==> config.mk <==
export PLATFORM = sky130hd
export DESIGN_NAME = sprite_blitter_flat
export DESIGN_NICKNAME = d
export VERILOG_FILES = /design/src/rtl/sprite_blitter_if.sv /design/src/rtl/sprite_blitter.sv /design/src/flat_wrapper.sv
export SDC_FILE = /design/constraint.sdc
export NUM_CORES = 1
export LEC_CHECK = 0
export CAP_MARGIN = 20
export CORE_MARGIN = 10
export CORE_UTILIZATION = 31
export DETAILED_ROUTE_END_ITERATION = 7
export REMOVE_ABC_BUFFERS = 1
export SLEW_MARGIN = 20
export SYNTH_ARGS = -nofsm -noshare
export SYNTH_HDL_FRONTEND = slang
export SYNTH_SLANG_ARGS = --single-unit
==> constraint.sdc <==
create_clock -name clk -period 10.7 [get_ports clk]
set_input_delay 1.605 -clock clk [delete_from_list [all_inputs] [get_ports clk]]
set_output_delay 1.605 -clock clk [all_outputs]
set_load 0.03 [all_outputs]
==> src/rtl/sprite_blitter_if.sv <==
// Bundle of the draw-control, sprite-memory read and frame-buffer write signals
// shared between the composition sequencer side (master) and the blitter (slave).
interface sprite_blitter_if #(
  parameter int BUFFER_DATA_WIDTH = 12,
  parameter int BUFFER_ADDR_WIDTH = 15,
  parameter int SPRITE_ADDR_WIDTH = 8,
  parameter int POS_WIDTH         = 10
);
  logic                                draw_start;
  logic signed [POS_WIDTH-1:0]         pos_x;
  logic signed [POS_WIDTH-1:0]         pos_y;
  logic                                transparent_en;
  logic                                busy;
  logic                                draw_done;
  logic [SPRITE_ADDR_WIDTH-1:0]        sprite_addr;
  logic [BUFFER_DATA_WIDTH-1:0]        sprite_data;
  logic                                write_en;
  logic [BUFFER_ADDR_WIDTH-1:0]        write_addr;
  logic [BUFFER_DATA_WIDTH-1:0]        write_data;

  modport master (
    output draw_start, pos_x, pos_y, transparent_en, sprite_data,
    input  busy, draw_done, sprite_addr, write_en, write_addr, write_data
  );

  modport slave (
    input  draw_start, pos_x, pos_y, transparent_en, sprite_data,
    output busy, draw_done, sprite_addr, write_en, write_addr, write_data
  );
endinterface

==> src/rtl/sprite_blitter.sv <==
// Streams a SPRITE_WIDTH x SPRITE_HEIGHT sprite into the frame buffer at a signed
// position, one pixel per cycle, with edge clipping and optional colour-key skip.
module sprite_blitter #(
  parameter int BUFFER_WIDTH      = 160,
  parameter int BUFFER_HEIGHT     = 120,
  parameter int BUFFER_DATA_WIDTH = 12,
  parameter int BUFFER_ADDR_WIDTH = $clog2(BUFFER_WIDTH*BUFFER_HEIGHT),
  parameter int SPRITE_WIDTH      = 16,
  parameter int SPRITE_HEIGHT     = 16,
  parameter int SPRITE_ADDR_WIDTH = $clog2(SPRITE_WIDTH*SPRITE_HEIGHT),
  parameter int POS_WIDTH         = 10,
  parameter logic [BUFFER_DATA_WIDTH-1:0] TRANSPARENT_COLOR = 12'hF0F
) (
  input logic              clk,
  input logic              rstn,
  sprite_blitter_if.slave  bus
);
  localparam int SXW = (SPRITE_WIDTH  > 1) ? $clog2(SPRITE_WIDTH)  : 1;
  localparam int SYW = (SPRITE_HEIGHT > 1) ? $clog2(SPRITE_HEIGHT) : 1;
  localparam int PW1 = POS_WIDTH + 1;
  localparam logic [SXW-1:0] SX_LAST = SXW'(SPRITE_WIDTH - 1);
  localparam logic [SYW-1:0] SY_LAST = SYW'(SPRITE_HEIGHT - 1);
  localparam logic signed [PW1-1:0] BW_S = PW1'(BUFFER_WIDTH);
  localparam logic signed [PW1-1:0] BH_S = PW1'(BUFFER_HEIGHT);
  localparam logic [BUFFER_ADDR_WIDTH-1:0] BW_A = BUFFER_ADDR_WIDTH'(BUFFER_WIDTH);

  typedef enum logic [1:0] {
    ST_IDLE  = 2'd0,
    ST_READ  = 2'd1,
    ST_FLUSH = 2'd2,
    ST_DONE  = 2'd3
  } state_t;

  state_t                        state_r;
  logic                          busy_r;
  logic                          draw_done_r;
  logic [SPRITE_ADDR_WIDTH-1:0]  addr_r;
  logic [SXW-1:0]                sx_r;
  logic [SYW-1:0]                sy_r;
  logic [SXW-1:0]                sx_d_r;
  logic [SYW-1:0]                sy_d_r;
  logic                          valid_d_r;
  logic signed [POS_WIDTH-1:0]   pos_x_r;
  logic signed [POS_WIDTH-1:0]   pos_y_r;
  logic                          transparent_en_r;

  logic                          last_pix_s;
  logic signed [PW1-1:0]         px_ext_s, py_ext_s, sx_ext_s, sy_ext_s, tx_s, ty_s;
  logic                          in_x_s, in_y_s, key_hit_s;
  logic [BUFFER_ADDR_WIDTH-1:0]  lin_addr_s;
  logic                          write_en_s;
  logic [BUFFER_ADDR_WIDTH-1:0]  write_addr_s;
  logic [BUFFER_DATA_WIDTH-1:0]  write_data_s;

  assign last_pix_s = (sx_r == SX_LAST) && (sy_r == SY_LAST);

  // Control FSM: launch, raster counters, read-stage pipeline and done pulse
  always_ff @(posedge clk or negedge rstn) begin
    if (!rstn) begin
      state_r          <= ST_IDLE;
      busy_r           <= 1'b0;
      draw_done_r      <= 1'b0;
      addr_r           <= '0;
      sx_r             <= '0;
      sy_r             <= '0;
      sx_d_r           <= '0;
      sy_d_r           <= '0;
      valid_d_r        <= 1'b0;
      pos_x_r          <= '0;
      pos_y_r          <= '0;
      transparent_en_r <= 1'b0;
    end else begin
      case (state_r)
        ST_IDLE: begin
          valid_d_r   <= 1'b0;
          draw_done_r <= 1'b0;
          if (bus.draw_start) begin
            pos_x_r          <= bus.pos_x;
            pos_y_r          <= bus.pos_y;
            transparent_en_r <= bus.transparent_en;
            sx_r             <= '0;
            sy_r             <= '0;
            addr_r           <= '0;
            busy_r           <= 1'b1;
            state_r          <= ST_READ;
          end else begin
            busy_r <= 1'b0;
          end
        end
        ST_READ: begin
          sx_d_r    <= sx_r;
          sy_d_r    <= sy_r;
          valid_d_r <= 1'b1;
          // addr_r tracks sy*SPRITE_WIDTH+sx as a running raster index
          if (last_pix_s) begin
            sx_r    <= '0;
            sy_r    <= '0;
            addr_r  <= '0;
            state_r <= ST_FLUSH;
          end else if (sx_r == SX_LAST) begin
            sx_r   <= '0;
            sy_r   <= sy_r + SYW'(1);
            addr_r <= addr_r + SPRITE_ADDR_WIDTH'(1);
          end else begin
            sx_r   <= sx_r + SXW'(1);
            addr_r <= addr_r + SPRITE_ADDR_WIDTH'(1);
          end
        end
        ST_FLUSH: begin
          valid_d_r   <= 1'b0;
          draw_done_r <= 1'b1;
          state_r     <= ST_DONE;
        end
        ST_DONE: begin
          draw_done_r <= 1'b0;
          busy_r      <= 1'b0;
          state_r     <= ST_IDLE;
        end
        default: begin
          valid_d_r   <= 1'b0;
          draw_done_r <= 1'b0;
          busy_r      <= 1'b0;
          state_r     <= ST_IDLE;
        end
      endcase
    end
  end

  assign px_ext_s  = {pos_x_r[POS_WIDTH-1], pos_x_r};
  assign py_ext_s  = {pos_y_r[POS_WIDTH-1], pos_y_r};
  assign sx_ext_s  = {{(PW1-SXW){1'b0}}, sx_d_r};
  assign sy_ext_s  = {{(PW1-SYW){1'b0}}, sy_d_r};
  assign tx_s      = px_ext_s + sx_ext_s;
  assign ty_s      = py_ext_s + sy_ext_s;
  assign in_x_s    = !tx_s[PW1-1] && (tx_s < BW_S);
  assign in_y_s    = !ty_s[PW1-1] && (ty_s < BH_S);
  assign key_hit_s = transparent_en_r && (bus.sprite_data == TRANSPARENT_COLOR);
  assign lin_addr_s = BUFFER_ADDR_WIDTH'($unsigned(ty_s)) * BW_A
                    + BUFFER_ADDR_WIDTH'($unsigned(tx_s));

  // Write stage: clip/key decision on the pixel returned by the sprite memory
  always_comb begin
    write_en_s   = 1'b0;
    write_addr_s = '0;
    write_data_s = '0;
    if (valid_d_r) begin
      write_en_s   = in_x_s && in_y_s && !key_hit_s;
      write_addr_s = lin_addr_s;
      write_data_s = bus.sprite_data;
    end else begin
      write_en_s   = 1'b0;
    end
  end

  assign bus.busy        = busy_r;
  assign bus.draw_done   = draw_done_r;
  assign bus.sprite_addr = addr_r;
  assign bus.write_en    = write_en_s;
  assign bus.write_addr  = write_addr_s;
  assign bus.write_data  = write_data_s;
endmodule

==> src/flat_wrapper.sv <==
// flat-port wrapper written by rule: the top's interface ports become plain ports
module sprite_blitter_flat 
#(
  parameter int BUFFER_WIDTH      = 160,
  parameter int BUFFER_HEIGHT     = 120,
  parameter int BUFFER_DATA_WIDTH = 12,
  parameter int BUFFER_ADDR_WIDTH = $clog2(BUFFER_WIDTH*BUFFER_HEIGHT),
  parameter int SPRITE_WIDTH      = 16,
  parameter int SPRITE_HEIGHT     = 16,
  parameter int SPRITE_ADDR_WIDTH = $clog2(SPRITE_WIDTH*SPRITE_HEIGHT),
  parameter int POS_WIDTH         = 10,
  parameter logic [BUFFER_DATA_WIDTH-1:0] TRANSPARENT_COLOR = 12'hF0F
)
  (clk, rstn, bus_draw_start, bus_pos_x, bus_pos_y, bus_transparent_en, bus_sprite_data, bus_busy, bus_draw_done, bus_sprite_addr, bus_write_en, bus_write_addr, bus_write_data);
  sprite_blitter_if #(.BUFFER_DATA_WIDTH(BUFFER_DATA_WIDTH), .BUFFER_ADDR_WIDTH(BUFFER_ADDR_WIDTH), .SPRITE_ADDR_WIDTH(SPRITE_ADDR_WIDTH), .POS_WIDTH(POS_WIDTH)) bus_i ();
  input logic clk;
  input logic rstn;
  input wire logic [$bits(bus_i.draw_start)-1:0] bus_draw_start;
  input wire logic [$bits(bus_i.pos_x)-1:0] bus_pos_x;
  input wire logic [$bits(bus_i.pos_y)-1:0] bus_pos_y;
  input wire logic [$bits(bus_i.transparent_en)-1:0] bus_transparent_en;
  input wire logic [$bits(bus_i.sprite_data)-1:0] bus_sprite_data;
  output wire logic [$bits(bus_i.busy)-1:0] bus_busy;
  output wire logic [$bits(bus_i.draw_done)-1:0] bus_draw_done;
  output wire logic [$bits(bus_i.sprite_addr)-1:0] bus_sprite_addr;
  output wire logic [$bits(bus_i.write_en)-1:0] bus_write_en;
  output wire logic [$bits(bus_i.write_addr)-1:0] bus_write_addr;
  output wire logic [$bits(bus_i.write_data)-1:0] bus_write_data;
  assign bus_i.draw_start = bus_draw_start;
  assign bus_i.pos_x = bus_pos_x;
  assign bus_i.pos_y = bus_pos_y;
  assign bus_i.transparent_en = bus_transparent_en;
  assign bus_i.sprite_data = bus_sprite_data;
  assign bus_busy = bus_i.busy;
  assign bus_draw_done = bus_i.draw_done;
  assign bus_sprite_addr = bus_i.sprite_addr;
  assign bus_write_en = bus_i.write_en;
  assign bus_write_addr = bus_i.write_addr;
  assign bus_write_data = bus_i.write_data;
  sprite_blitter #(.BUFFER_WIDTH(BUFFER_WIDTH), .BUFFER_HEIGHT(BUFFER_HEIGHT), .BUFFER_DATA_WIDTH(BUFFER_DATA_WIDTH), .BUFFER_ADDR_WIDTH(BUFFER_ADDR_WIDTH), .SPRITE_WIDTH(SPRITE_WIDTH), .SPRITE_HEIGHT(SPRITE_HEIGHT), .SPRITE_ADDR_WIDTH(SPRITE_ADDR_WIDTH), .POS_WIDTH(POS_WIDTH), .TRANSPARENT_COLOR(TRANSPARENT_COLOR)) u_core (.clk(clk), .rstn(rstn), .bus(bus_i));
endmodule
Word level (Yosys, flattened, before mapping). Cells that the tools add are included.

Register bits after elaboration: 50. Input bits: 36. Output and inout port bits: 38. Word-level logic and storage cells: 70.

$add $sub $neg: 6. $mul: 1. Magnitude comparators: 2. Equal/unequal tests: 9. Muxes and demuxes: 20. Reductions and logical operators: 20.

Operators with widths (count): adder 10 x 5 -> 11 bit (2); 2-to-1 mux 4 bit (5); 2-to-1 mux 8 bit (2); one-hot mux 4 bit (2 select lines) (2); one-hot mux 8 bit (2 select lines) (1); adder 15 x 11 -> 15 bit (1); 2-to-1 mux 15 bit (1); equality test 12 bit, second input constant (1); 2-to-1 mux 12 bit (1); < comparator 11 x 8 -> 1 bit, second input constant (1); < comparator 11 x 9 -> 1 bit, second input constant (1); multiplier 11 x 3 -> 10 bit, second input constant (1); adder 4 x 1 -> 4 bit, second input constant (2); adder 8 x 1 -> 8 bit, second input constant (1); equality test 4 bit, second input constant (2); one-hot mux 2 bit (4 select lines) (1); nonzero test 2 bit (4); logical AND 1 bit (6); one-hot mux 1 bit (2 select lines) (3); AND reduction 2 bit (3); equality test 2 bit, second input constant (2); 2-to-1 mux 2 bit (2); OR reduction 2 bit (2); logical NOT 1 bit (3); 7 further kinds (8).

Logic depth before layout (Yosys ltp). Gate-level depths: netlist of run 1.

Depth after elaboration: 6. Mapped depth: 16. Depth with buffers taken out: 16.

Least setup slack after synthesis of run 1. No wires, ideal clock.

Path kind: flip-flop to output port. Start point: reg u_core.pos_y_r[0]. End point: out bus_write_addr[13]. Arrival time: 4.009 ns. Data required time: 9.095 ns. Path slack: 5.086 ns. Stages on the path, launching flop included: 16. Buffers on the path: 0. Cells stage by stage: dfrtp_1 -> ha_1 -> fa_1 -> a21o_1 -> a21oi_1 -> xnor2_1 -> and2_1 -> or2_2 -> fa_1 -> inv_1 -> ha_1 -> inv_1 -> o21bai_1 -> a21oi_1 -> or3_1 -> a21oi_1.

Cells in the longest elaborated chain, start to end: 4.

RTL lines: start: declaration (line sprite_blitter.sv:44) `logic signed [POS_WIDTH-1:0] pos_y_r;`; start signal: assignment (line sprite_blitter.sv:79) `pos_y_r <= bus.pos_y;`; adder 10 x 5 -> 11 bit (line sprite_blitter.sv:134) `assign ty_s = py_ext_s + sy_ext_s;`; multiplier 11 x 3 -> 10 bit (line sprite_blitter.sv:138) `assign lin_addr_s = BUFFER_ADDR_WIDTH'($unsigned(ty_s)) * BW_A`; adder 15 x 11 -> 15 bit (line sprite_blitter.sv:139) `+ BUFFER_ADDR_WIDTH'($unsigned(tx_s));`; 2-to-1 mux 15 bit (line sprite_blitter.sv:146) `if (valid_d_r) begin`; end: declaration (line flat_wrapper.sv:27) `output wire logic [$bits(bus_i.write_addr)-1:0] bus_write_addr;`.

No other way between the ends.

Worst setup path in the final report of run 1.
Start point: reg u_core.pos_y_r[0]. End point: out bus_write_addr[14].

Same word-level chain as after synthesis.

==> results of run 1 <==
-- worst min path at each step --
| stage | startpoint | endpoint | slack, ns | depth (start not counted) |
|---|---|---|---|---|
| 2_1_floorplan | u_core.sy_r[1] | u_core.sy_r[1] | 0.48 | 2 |
| 3_3_place_gp | u_core.bus.sprite_addr[7] | u_core.bus.sprite_addr[7] | 0.48 | 1 |
| 3_5_place_dp | u_core.bus.sprite_addr[7] | u_core.bus.sprite_addr[7] | 0.48 | 1 |
| 4_1_cts | u_core.bus.sprite_addr[7] | u_core.bus.sprite_addr[7] | 0.49 | 1 |
| 5_1_grt | u_core.bus.sprite_addr[7] | u_core.bus.sprite_addr[7] | 0.52 | 1 |
| 6_report | u_core.bus.sprite_addr[7] | u_core.bus.sprite_addr[7] | 0.49 | 1 |
-- where the power goes --
group / switching, mW / internal, mW / total [mW] / leakage [nW]
clock: 0.0730 / 0.112 / 0.185 / 0.0848
sequential: 0 / 0.189 / 0.189 / 0.644
combinational: 0.0127 / 0.0164 / 0.0291 / 1.42
-- synth_stat cells, types with 5 or more instances --
cell type and number:
dfrtp_1 50, ha_1 32, mux2_2 32, and2_1 24, o21ai_0 24, nor2_1 23, xnor2_1 19, nand2_1 18
a21oi_1 15, inv_1 14, nand3_1 13, a21o_1 12, xor2_1 12, clkbuf_1 11, nand2b_1 6, nand4_1 5
nor3_1 5
-- registers in the layout (all words and copies together) (netlist names) --
name                     flops
u_core.bus.busy              1
u_core.bus.draw_done         1
u_core.bus.sprite_addr       8
u_core.pos_x_r              10
u_core.pos_y_r              10
u_core.state_r               2
u_core.sx_d_r                4
u_core.sx_r                  4
u_core.sy_d_r                4
u_core.sy_r                  4
u_core.transparent_en_r      1
u_core.valid_d_r             1
-- final cells by class --
type / count / share of cell area, %
Tap cell: 143 / 3.78
Sequential cell: 50 / 26.4
Inverter: 14 / 1.11
Multi-Input combinational cell: 301 / 49.2
Timing Repair Buffer: 76 / 15.8
Clock buffer: 5 / 2.64
Clock inverter: 3 / 1.00
Antenna cell: 1 / 0.0529
-- per-layer routing --
layer / track usage (%) / vias to the layer above
met2: 18.9 / 42
li1: - / 1501
met3: 2.69 / 7
met1: 13.4 / 1439
met4: 1.81 / 0
met5: 0 / -
-- stage by stage --
step	instance area (um2)	std cells
2_1_floorplan	3630	365
3_3_place_gp	4560	584
3_5_place_dp	4560	584
4_1_cts	4730	592
5_1_grt	4730	592
6_report	4730	593
-- cells by family (layout without fill, tap and decap cells) --
group | Yosys count | after routing
xor gates and xnor gates | 31 | 31
muxes | 35 | 35
and+or+nand+nor | 115 | 115
AOI/OAI and AO/OA | 84 | 84
DFF | 50 | 50
other | 0 | 1
adders and majority gates | 36 | 36
buffers and inverters | 27 | 98
==> metrics.txt, run 1 <==
run status=completed; Crit path top cell by count=a21o_1; buffers inserted during post-CTS setup optimization=0; starting density of the core=32.0%; CP Capture Type=output port; wire length of the first global-routing pass=15000 um; worst-case vdd ir drop=0.0628 mV; Multi-input gate area=2330 um2; CTS tree=yes; Total Nets Final=520; total global routing track utilization=10.8%; sum of negative setup slack=0 ns; area share of and/or/nand/nor cells after synthesis=16.7%; via count of the first global-routing pass=3041; largest net degree at the start of global routing=51; commonest non-fill, non-tap cell in the layout=clkdlybuf4s50_1; antenna viol nets, final=0; area share of xor/xnor cells in the synthesized design=7.36%; post-detailed-placement half-perimeter wirelength=7010 um; DIE WIDTH=129 um; Crit path depth=15; area delta synth->final=28.4%; TritonCTS Buffers=5; sequential share of the synthesized area=33.9%; slew at the pin closest to its max-slew limit=0.964 ns; RSZ-0062 raised after global routing=false; clock-pin transition on the worst setup and hold timing paths=0.07 ns; Worst Reg2Reg Path Length in Cells=7; number of unique standard cell types used by synthesis=52; peak per-stage delay on the critical path=0.68 ns; reg2reg setup slack=8.14 ns; Max Fanout on Critical Path=4; most used cells in the layout excluding fill and tap cells=clkdlybuf4s50_1, dfrtp_1, mux2_2, ha_1; largest clock skew in the final design=0.00640 ns; worst setup path startpoint=u_core.pos_y_r[0]; buffer depth of the longest clock path=2; number of remaining DRC errors=0; H-tree lvl count=2; Final WS setup=4.19 ns; register area=1250 um2; worst min path class=reg2reg; ys flop type=dfrtp_1; area share of the largest cell type after synthesis=33.9%; fraction of layout cells with a size suffix above 1=10.9%; clock sink total=50; Critical Path End=bus_write_addr[14]; number of cells produced by synthesis=378; top sig layer=met4; FFs w/ async S/R, synth=100%; fraction of the mapped netlist area in adder cells=13.0%; count of final setup violators=0; number of vias after detailed routing=2989; Pins Over Slew Limit=0; buffers added on ports=73; largest cells by area after synthesis=dfrtp_1, ha_1, mux2_2; initial antenna violation count=1; root buffer cell=clkbuf_16; wire per inst=14.7 um; P_leak=2.14 nW; met1 wire length=3910 um; CP startpoint kind=flop; average footprint of a synthesized cell=9.75 um2; WS Path Type=reg2out; TritonRoute pass-1 iters=5; final hold violation count=0; Compound-Gate Fraction of Synth Area=15.4%; Max-cap violations=0; worst hold margin=0.488 ns; detailed router's first-iteration violation count=118; multiplexer share of the synthesized area=10.6%; average via count per standard cell=5.04; worst r2r dst=u_core.sy_r[3]; core region area=11500 um2; dominant combinational cell family by area after synthesis=simple AND/OR/NAND/NOR gates; pre-CTS setup slack=4.48 ns; ports placed on the boundary=74; GR Overflow Total=0; Skew-Pair Late Insertion Delay=0.29 ns; worst slew margin relative to its limit=35.6%; arrival time of the worst setup path=4.91 ns; Final Cycle Share=60.9%; cell area after synthesis=3690 um2; post-CTS sizing=0; routed wl met3=343 um; cell family with most CP delay=simple AND/OR/NAND/NOR gates; utilization after layout=41.1%; CTS hold repair buffers=0; metal2 WL=4430 um; buffers and inverters on the worst path=1; vertical extent of the die=129 um; weighted congestion reported at the end of routability-driven placement=0.826; Std-Cell Rows=39; series of cell instances along the critical path=ha_1, fa_1, a21o_1, a21oi_1, xnor2_1, and2_1, or2_2, fa_1, nand2b_1, a21o_1, a21o_1, or4_4, a21o_1, a21oi_2, clkdlybuf4s50_1; Design Power=403 uW; highest attainable clock frequency=0.154 GHz; number of synthesis warnings=0; number of synthesized flops with an enable pin=0; PD cells=85.2 nW/um2; Min Clock Period, post-route=6.51 ns; launch point of the worst reg-to-reg path=u_core.state_r[1]; full die area=16700 um2; wire length after detailed routing=8740 um; number of fill cells in the layout=1155; required time of the critical path=9.10 ns; slowest library cell on the worst path=clkdlybuf4s50_1; cell taking the most area after synthesis=dfrtp_1; flops & latches, synth=50
Note: power is estimated with default switching activity, not from simulation.
==> run 2: changes to the inputs <==
- clock period: 10.7 -> 5.6 ns (I/O delays scaled with it)
==> run 2 against run 1 <==
Total power increased by 92%. Worst hold slack about the same. Via count decreased by 0.27%. Combinational power increased by 91%. Non-clock buffer count unchanged. Die area unchanged. Sequential power increased by 91%. Largest cell class unchanged.
==> metrics.txt, run 2 (synthesis gave the netlist of run 1 again) <==
total global routing track utilization=10.7%; H-tree lvl count=2; number of placed cells counting well taps=584; ports placed on the boundary=74; weighted congestion reported at the end of routability-driven placement=0.826; CP Capture Type=output port; Total Nets Final=520; detailed router's first-iteration violation count=138; starting density of the core=32.0%; fraction of layout cells with a size suffix above 1=11.4%; number of fill cells in the layout=1139; antenna viol nets, final=0; P_leak=2.20 nW; net switching component of the power=166 uW; Std-Cell Rows=39; peak per-stage delay on the critical path=0.48 ns; TritonRoute pass-1 iters=4; via count of the first global-routing pass=3008; worst slew margin relative to its limit=34.4%; GR Overflow Total=0; commonest non-fill, non-tap cell in the layout=clkdlybuf4s50_1; Max Fanout on Critical Path=4; wire length of the first global-routing pass=14900 um; worst min path class=reg2reg; arrival time of the worst setup path=4.46 ns; average via count per standard cell=5.03; net switching share of the total power=21.6%; worst setup path startpoint=u_core.pos_y_r[0]; most used cells in the layout excluding fill and tap cells=clkdlybuf4s50_1, dfrtp_1, mux2_2, ha_1; wire length after detailed routing=8810 um; cell family with most CP delay=simple AND/OR/NAND/NOR gates; required time of the critical path=4.76 ns; area delta synth->final=28.3%; Pins Over Slew Limit=0; launch point of the worst reg-to-reg path=u_core.state_r[1]; Crit path top cell by count=a21o_1; Clk pwr share=46.1%; PD cells=163 nW/um2; slowest library cell on the worst path=or4_4; count of final setup violators=0; CTS tree=yes; Min Clock Period, post-route=5.30 ns; reg2reg setup slack=3.02 ns; number of vias after detailed routing=2981; largest clock skew in the final design=0.00852 ns; run status=completed; CTS hold repair buffers=0; full die area=16700 um2; number of cells in the finished layout apart from fillers=593; Max-cap violations=0; vertical extent of the die=129 um; buffer depth of the longest clock path=2; utilization after layout=41.1%; combinational share of power=7.2%; number of remaining DRC errors=0; sum of negative setup slack=0 ns; wire per inst=14.9 um; RSZ-0062 raised after global routing=false; Hold Path Sink=u_core.bus.sprite_addr[7]; final hold violation count=0; worst r2r dst=u_core.sy_r[3]; largest net degree at the start of global routing=51; initial antenna violation count=1; cell-internal power=605 uW; TritonCTS Buffers=5; worst-case vdd ir drop=0.124 mV; root buffer cell=clkbuf_16; buffers added on ports=73; series of cell instances along the critical path=ha_1, fa_1, a21o_1, a21oi_1, xnor2_1, and2_1, or2_2, fa_1, nand2b_1, a21o_1, a21o_1, or4_4, a21o_1, a21oi_2, clkbuf_2; clock-pin transition on the worst setup and hold timing paths=0.07 ns; post-detailed-placement half-perimeter wirelength=7000 um; worst hold margin=0.488 ns; buffers and inverters on the worst path=1; CP startpoint kind=flop; final non-filler cell area=4730 um2; WHS Path Cells=1; launch point of the worst hold path=u_core.bus.sprite_addr[7]; highest attainable clock frequency=0.189 GHz; Placed Instance Area=4560 um2; DIE WIDTH=129 um; Final Cycle Share=94.6%; clock sink total=50; sequential cell fraction of total power=46.7%; Worst Reg2Reg Path Length in Cells=7; WS Path Type=reg2out; core region area=11500 um2; slew at the pin closest to its max-slew limit=0.981 ns; Skew-Pair Late Insertion Delay=0.29 ns
run 2: how the worst max path moves through the flow:
stage / to / depth (start not counted) / slack, ns
global route: bus_write_addr[13] / 16 / 0.06
global placement: bus_write_addr[14] / 15 / 0.19
finish: bus_write_addr[14] / 15 / 0.30
CTS: bus_write_addr[12] / 16 / 0.04
detailed placement: bus_write_addr[14] / 15 / 0.13
floorplan: bus_write_addr[13] / 15 / 0.75
run 2: power groups by stage:
stage / registers [mW] / clock network, mW / logic [mW]
after detailed placement: 0.368 / 0 / 0.0569
after global placement: 0.368 / 0 / 0.0567
after CTS: 0.361 / 0.366 / 0.0571
final: 0.361 / 0.356 / 0.0555
after global routing: 0.361 / 0.379 / 0.0604
after floorplan: 0.368 / 0 / 0.0135
run 2: timing repair:
action / CTS / global route
setup endpoints to repair: 2 / 5
buffers inserted: 0 / 0
gates resized for setup: 2 / 7
run 2: cell type report:
class                      count  area [um2]  area share (%)
multi-input combinational    301        2330            49.2
sequential                    50        1250            26.4
timing repair buffer          76         746            15.8
tap                          143         179            3.78
clock buffer                   5         125            2.64
inverter                      14        52.6            1.11
clock inverter                 3        47.5            1.01
antenna                        1        2.50          0.0529
run 2: stage by stage:
stage	worst slack [ns]	power, mW
global placement	0.186	0.425
floorplan	0.751	0.381
CTS	0.0364	0.784
finish	0.301	0.772
global route	0.0628	0.800
detailed placement	0.128	0.425
run 2: layer usage:
layer  wire, um  vias up  GRT usage [%]
met5          0        -              0
met4         36        0           1.40
met3        424        4           3.02
met2       4400       48           18.9
met1       3960     1426           13.1
li1           -     1503              -
